### src/rtl/switch_pkg.sv
// Shared types and sizes for the 4x4 crossbar control path.
package switch_pkg;
    localparam int NUM_PORTS = 4;
    localparam int PORT_W    = 2;

    typedef logic [PORT_W-1:0] port_idx_t;

    typedef enum logic {
        IDLE = 1'b0,
        BUSY = 1'b1
    } out_state_e;
endpackage

### src/rtl/crossbar_scheduler_if.sv
// Request/grant bundle between the input buffers, the scheduler and the crossbar mux selects.
interface crossbar_scheduler_if;
    import switch_pkg::*;

    // req[i] is a level request for output dest<i>. grant[i] is the acceptance
    // and stays high for the whole packet until last[i] is sampled while it is
    // high. Unlike valid/ready, a requester may drop req before grant with no
    // effect, and grant is never combinational from req.
    logic [NUM_PORTS-1:0] req;
    port_idx_t            dest0;
    port_idx_t            dest1;
    port_idx_t            dest2;
    port_idx_t            dest3;
    logic [NUM_PORTS-1:0] last;
    logic [NUM_PORTS-1:0] grant;
    port_idx_t            sel0;
    port_idx_t            sel1;
    port_idx_t            sel2;
    port_idx_t            sel3;
    logic [NUM_PORTS-1:0] busy;

    modport master (
        output req, dest0, dest1, dest2, dest3, last,
        input  grant, sel0, sel1, sel2, sel3, busy
    );

    modport slave (
        input  req, dest0, dest1, dest2, dest3, last,
        output grant, sel0, sel1, sel2, sel3, busy
    );
endinterface

### src/rtl/rr_arbiter4.sv
// Combinational 4-way round-robin pick: first set request at or after ptr, wrapping.
module rr_arbiter4
    import switch_pkg::*;
(
    input  logic [NUM_PORTS-1:0] req_vec,
    input  port_idx_t            ptr,
    output logic                 valid,
    output port_idx_t            winner
);
    port_idx_t idx;

    always_comb begin
        valid  = 1'b0;
        winner = ptr;
        idx    = ptr;
        for (int k = 0; k < NUM_PORTS; k++) begin
            idx = ptr + port_idx_t'(k);
            if (!valid && req_vec[idx]) begin
                valid  = 1'b1;
                winner = idx;
            end
        end
    end
endmodule

### src/rtl/crossbar_scheduler.sv
// Per-output ownership scheduler: each output arbitrates round-robin while idle and
// stays owned by one input until that input's end-of-packet.
module crossbar_scheduler
    import switch_pkg::*;
(
    input  logic                        clock,
    input  logic                        reset_n,
    crossbar_scheduler_if.slave         bus,
    output logic [NUM_PORTS-1:0]        dbg_state,
    output logic [NUM_PORTS*PORT_W-1:0] dbg_ptr
);
    port_idx_t            dest [NUM_PORTS];
    logic [NUM_PORTS-1:0] cand [NUM_PORTS];
    logic [NUM_PORTS-1:0] win_valid;
    port_idx_t            win_idx [NUM_PORTS];

    out_state_e state_q [NUM_PORTS];
    out_state_e state_d [NUM_PORTS];
    port_idx_t  owner_q [NUM_PORTS];
    port_idx_t  owner_d [NUM_PORTS];
    port_idx_t  ptr_q   [NUM_PORTS];
    port_idx_t  ptr_d   [NUM_PORTS];

    logic [NUM_PORTS-1:0] grant;
    logic [NUM_PORTS-1:0] busy;

    assign dest[0] = bus.dest0;
    assign dest[1] = bus.dest1;
    assign dest[2] = bus.dest2;
    assign dest[3] = bus.dest3;

    // An input already holding a grant never competes again until it releases.
    always_comb begin
        cand = '{default: '0};
        for (int o = 0; o < NUM_PORTS; o++) begin
            for (int i = 0; i < NUM_PORTS; i++) begin
                cand[o][i] = bus.req[i] && (dest[i] == port_idx_t'(o)) && !grant[i];
            end
        end
    end

    for (genvar g = 0; g < NUM_PORTS; g++) begin : g_arb
        rr_arbiter4 u_arb (
            .req_vec (cand[g]),
            .ptr     (ptr_q[g]),
            .valid   (win_valid[g]),
            .winner  (win_idx[g])
        );
    end

    // Release goes straight to IDLE without arbitrating, leaving a one-cycle bubble.
    always_comb begin
        state_d = state_q;
        owner_d = owner_q;
        ptr_d   = ptr_q;
        for (int o = 0; o < NUM_PORTS; o++) begin
            case (state_q[o])
                IDLE: begin
                    if (win_valid[o]) begin
                        state_d[o] = BUSY;
                        owner_d[o] = win_idx[o];
                        ptr_d[o]   = win_idx[o] + 2'd1;
                    end
                end
                BUSY: begin
                    if (bus.last[owner_q[o]]) begin
                        state_d[o] = IDLE;
                    end
                end
                default: state_d[o] = IDLE;
            endcase
        end
    end

    always_ff @(posedge clock or negedge reset_n) begin
        if (!reset_n) begin
            for (int o = 0; o < NUM_PORTS; o++) begin
                state_q[o] <= IDLE;
                owner_q[o] <= '0;
                ptr_q[o]   <= '0;
            end
        end else begin
            for (int o = 0; o < NUM_PORTS; o++) begin
                state_q[o] <= state_d[o];
                owner_q[o] <= owner_d[o];
                ptr_q[o]   <= ptr_d[o];
            end
        end
    end

    always_comb begin
        busy      = '0;
        grant     = '0;
        dbg_state = '0;
        dbg_ptr   = '0;
        for (int o = 0; o < NUM_PORTS; o++) begin
            busy[o]                 = (state_q[o] == BUSY);
            dbg_state[o]            = (state_q[o] == BUSY);
            dbg_ptr[o*PORT_W +: PORT_W] = ptr_q[o];
            for (int i = 0; i < NUM_PORTS; i++) begin
                if (busy[o] && (owner_q[o] == port_idx_t'(i))) begin
                    grant[i] = 1'b1;
                end
            end
        end
    end

    assign bus.grant = grant;
    assign bus.busy  = busy;
    assign bus.sel0  = owner_q[0];
    assign bus.sel1  = owner_q[1];
    assign bus.sel2  = owner_q[2];
    assign bus.sel3  = owner_q[3];
endmodule

### src/flat_wrapper.sv
// flat-port wrapper written by rule: the top's interface ports become plain ports
module crossbar_scheduler_flat import switch_pkg::*;
  (clock, reset_n, dbg_state, dbg_ptr, bus_req, bus_dest0, bus_dest1, bus_dest2, bus_dest3, bus_last, bus_grant, bus_sel0, bus_sel1, bus_sel2, bus_sel3, bus_busy);
  crossbar_scheduler_if bus_i ();
  input  logic clock;
  input  logic reset_n;
  output logic [NUM_PORTS-1:0] dbg_state;
  output logic [NUM_PORTS*PORT_W-1:0] dbg_ptr;
  input wire logic [$bits(bus_i.req)-1:0] bus_req;
  input wire logic [$bits(bus_i.dest0)-1:0] bus_dest0;
  input wire logic [$bits(bus_i.dest1)-1:0] bus_dest1;
  input wire logic [$bits(bus_i.dest2)-1:0] bus_dest2;
  input wire logic [$bits(bus_i.dest3)-1:0] bus_dest3;
  input wire logic [$bits(bus_i.last)-1:0] bus_last;
  output wire logic [$bits(bus_i.grant)-1:0] bus_grant;
  output wire logic [$bits(bus_i.sel0)-1:0] bus_sel0;
  output wire logic [$bits(bus_i.sel1)-1:0] bus_sel1;
  output wire logic [$bits(bus_i.sel2)-1:0] bus_sel2;
  output wire logic [$bits(bus_i.sel3)-1:0] bus_sel3;
  output wire logic [$bits(bus_i.busy)-1:0] bus_busy;
  assign bus_i.req = bus_req;
  assign bus_i.dest0 = bus_dest0;
  assign bus_i.dest1 = bus_dest1;
  assign bus_i.dest2 = bus_dest2;
  assign bus_i.dest3 = bus_dest3;
  assign bus_i.last = bus_last;
  assign bus_grant = bus_i.grant;
  assign bus_sel0 = bus_i.sel0;
  assign bus_sel1 = bus_i.sel1;
  assign bus_sel2 = bus_i.sel2;
  assign bus_sel3 = bus_i.sel3;
  assign bus_busy = bus_i.busy;
  crossbar_scheduler u_core (.clock(clock), .reset_n(reset_n), .bus(bus_i), .dbg_state(dbg_state), .dbg_ptr(dbg_ptr));
endmodule
### config.mk
export PLATFORM = sky130hd
export DESIGN_NAME = crossbar_scheduler_flat
export DESIGN_NICKNAME = d
export VERILOG_FILES = /design/src/rtl/switch_pkg.sv /design/src/rtl/crossbar_scheduler_if.sv /design/src/rtl/rr_arbiter4.sv /design/src/rtl/crossbar_scheduler.sv /design/src/flat_wrapper.sv
export SDC_FILE = /design/constraint.sdc
export NUM_CORES = 1
export LEC_CHECK = 0
export BUFFER_PORTS_ARGS = -buffer_cell sky130_fd_sc_hd__buf_2
export CELL_PAD_IN_SITES_DETAIL_PLACEMENT = 1
export CELL_PAD_IN_SITES_GLOBAL_PLACEMENT = 2
export CORE_ASPECT_RATIO = 1.1
export CORE_MARGIN = 2
export CORE_UTILIZATION = 31
export CTS_BUF_LIST = sky130_fd_sc_hd__clkbuf_8
export CTS_CLUSTER_SIZE = 12
export DETAILED_ROUTE_END_ITERATION = 16
export PLACE_DENSITY = 0.92
export SYNTH_ARGS = -nofsm -noshare
export SYNTH_HDL_FRONTEND = slang
export SYNTH_SLANG_ARGS = --single-unit
### constraint.sdc
create_clock -name clock -period 3 [get_ports clock]
set_input_delay 0.15 -clock clock [delete_from_list [all_inputs] [get_ports clock]]
set_output_delay 0.15 -clock clock [all_outputs]
set_load 0.02 [all_outputs]
==> run summary <==
clock-pin slew on the worst setup and hold paths -> 0.09 ns
Int Pwr -> 0.00114 W
Vias/cell -> 5.51
unrepaired setup endpoints after global routing -> false
cells on worst reg2reg path -> 7
Synth Register Bits -> 20
most frequent cells in the layout -> 45 x buf_2, 20 x dfrtp_1, 15 x inv_1, 14 x nor2_1, 14 x a21oi_1
fillers -> 614
Setup TNS -> 0 ns
CTS Root Cell -> clkbuf_8
routability congestion estimate from global placement -> 0.855
gr usage total -> 0.174
WP data arrival -> 2.66 ns
Worst slew margin -> 0.602
Setup Crit Path Kind -> flip-flop to flip-flop
drt drc -> 0
worst skew pair latency -> 0.27 ns
Synth area leaders -> dfrtp_1 31%, mux4_2 5.6%, nand3b_1 4.6%, a21oi_1 4.3%, inv_1 3.5%
# diodes -> 0
I/O Pins -> 46
leakage power -> 0.870 nW
leading cell type in the layout, fill and taps excluded -> buf_2
FF-to-FF End -> u_core.bus.sel2[1]
worst vdd ir -> 346 uV
area grow syn2layout -> 21.5%
final period demand of the worst path -> 2.50 ns
Worst Tran Pin Value -> 0.592 ns
Layout Nets -> 249
switching part of the total -> 0.505
NetSw -> 0.00117 W
total of max-cap violations -> 0
Die ar. -> 5830 sq um
share of cells above drive strength 1 -> 0.287
Congestion Overflow GR -> 0
Initial Utilization -> 0.322
TritonCTS clock tree -> yes
PostCTS Resize Cnt -> 0
Post-synth EDFFs -> 0
clk_skew -> 0.00690 ns
dpl ws -> 0.543 ns
CP Capture Type -> flip-flop
initial antenna violation count -> 0
Seq/Total Area, Yosys -> 0.309
Clock Sink Count -> 20
Core ar. -> 5030 sq um
outcome -> completed
Num CTS Buffers -> 3
PortBufs -> 45
first-pass GRT wire length -> 7.83 mm
Final setup viols -> 0
Seq pwr share -> 0.286
Slew Limit Fails -> 0
via count -> 1588
clock power share -> 0.124
worst setup margin -> 0.499 ns
fin crit share -> 0.834
Cells after Synth -> 185
post-synthesis instance area -> 1620 sq um
mean routed wirelength per cell -> 16.7 microns
Hold Path Class -> input port to async pin
Synth cell types -> 48
Post-DP HPWL -> 3.85 mm
Synth async-reset ratio -> 1.00
Pwr Density -> 1170 nW/um^2
Antenna Nets Post-Route -> 0
pin count of the biggest net entering global routing -> 21
area share of the largest cell type after synthesis -> 0.309
Synth area leader -> dfrtp_1
maximum root-to-sink buffer count -> 2
Syn. warnings -> 0
combinational share of power -> 0.590
endpoints failing hold -> 0
FF-to-FF Start -> u_core.bus.busy[0]
WP data required -> 3.16 ns
Mapped Avg Cell Area -> 8.77 sq um
Cell Rows -> 27
DRT iter0 DRCs -> 57
f_max -> 0.400 GHz
worst-path maximum fanout -> 10
Post-synth top flop -> dfrtp_1
Die W -> 73.0 microns
Worst setup SP type -> flip-flop
WL final -> 4.82 mm
Reg2Reg Setup Slack -> 0.50 ns
Pre-antenna DRT Iters -> 4
vias in the first global route -> 1575
die height -> 79.9 microns
post-synth net total -> 203
H-tree level count -> 1
## cells by family (layout without fill, tap and decap cells)
kind of cell           Yosys count  in the layout  synth area share
AND/OR/NAND/NOR                 76             76             0.287
buffers and inverters           22             67            0.0609
flip-flops                      20             20             0.309
multiplexers                     5              5            0.0648
AO/OA/AOI/OAI                   58             58             0.257
XOR/XNOR                         4              4            0.0216
## worst max path at each step
stage	startpoint	to	slack [ns]	cells after the start
after CTS	u_core.bus.busy[0]	u_core.bus.sel2[1]	0.52	7
after global placement	u_core.bus.busy[0]	u_core.dbg_ptr[7]	0.58	7
final	u_core.bus.busy[0]	u_core.bus.sel2[1]	0.50	7
after detailed placement	u_core.bus.busy[0]	u_core.bus.sel2[1]	0.54	7
after floorplan	u_core.bus.busy[1]	u_core.bus.sel2[1]	0.51	8
after global routing	u_core.bus.busy[3]	u_core.dbg_ptr[1]	0.28	8
## repair_timing
item                      CTS  global route
hold buffers                1             0
buffers inserted            0             0
hold endpoints to repair   20             0
## power by group through the flow
stage	sequential, W	combinational, W	clock, W
2_1_floorplan	0.000749	0.000885	0
3_3_place_gp	0.000656	0.00135	0
3_5_place_dp	0.000670	0.00136	0
4_1_cts	0.000662	0.00138	0.000291
5_1_grt	0.000699	0.00150	0.000303
6_report	0.000661	0.00136	0.000285
## critical path, cell delays in order (launching register included)
cell     delay [ns]
dfrtp_1        0.49
nor3b_1        0.22
nor4_4         0.47
inv_2          0.09
or3_1          0.40
and2_4         0.17
a21oi_4        0.24
mux2_4         0.32
## sequential cells by signal, indices dropped and copies added (netlist names)
name             cells
u_core.dbg_ptr       8
u_core.bus.busy      4
u_core.bus.sel0      2
u_core.bus.sel1      2
u_core.bus.sel2      2
u_core.bus.sel3      2
## stage by stage
step | util | instance area [sq um] | instances | power (W) | hold WS [ns]
final | 0.391 | 1970 | 288 | 0.00231 | 0.363
after global routing | 0.391 | 1970 | 288 | 0.00250 | 0.405
after CTS | 0.391 | 1970 | 288 | 0.00233 | 0.384
after detailed placement | 0.375 | 1890 | 283 | 0.00204 | 0.140
after global placement | 0.375 | 1890 | 283 | 0.00201 | 0.144
after floorplan | - | 1620 | 185 | 0.00163 | -0.146
## routing by layer
metal | global-route usage | share of wire | vias up
met4 | 0.0630 | 0.021 | 0
met1 | 0.226 | 0.45 | 765
met2 | 0.289 | 0.49 | 38
met3 | 0.0265 | 0.038 | 8
met5 | 0 | 0 | -
li1 | - | - | 777
## area by class of cell
cell class	instances	area (sq um)	share of cell area
Inverter	16	60.1	0.0305
Clock buffer	3	41.3	0.0210
Multi-Input combinational cell	143	1020	0.519
Sequential cell	20	500	0.254
Tap cell	58	72.6	0.0368
Timing Repair Buffer	47	243	0.123
Clock inverter	1	30.0	0.0152
## Yosys cell counts, drive strengths merged (2+ instances only)
cell / n
inv: 16
xnor2: 2
nor2b: 9
o32ai: 2
a21oi: 16
and2: 2
xor2: 2
mux4: 4
nand3b: 10
nor2: 14
buf: 5
o21ai: 7
nor3b: 6
o22a: 3
o31ai: 3
nand4: 4
nand2: 10
a21o: 5
o22ai: 5
o21a: 6
nand3: 8
nor3: 3
o2111ai: 2
or3: 5
dfrtp: 20
o221ai: 2
Power figures use the tool's default switching activity.
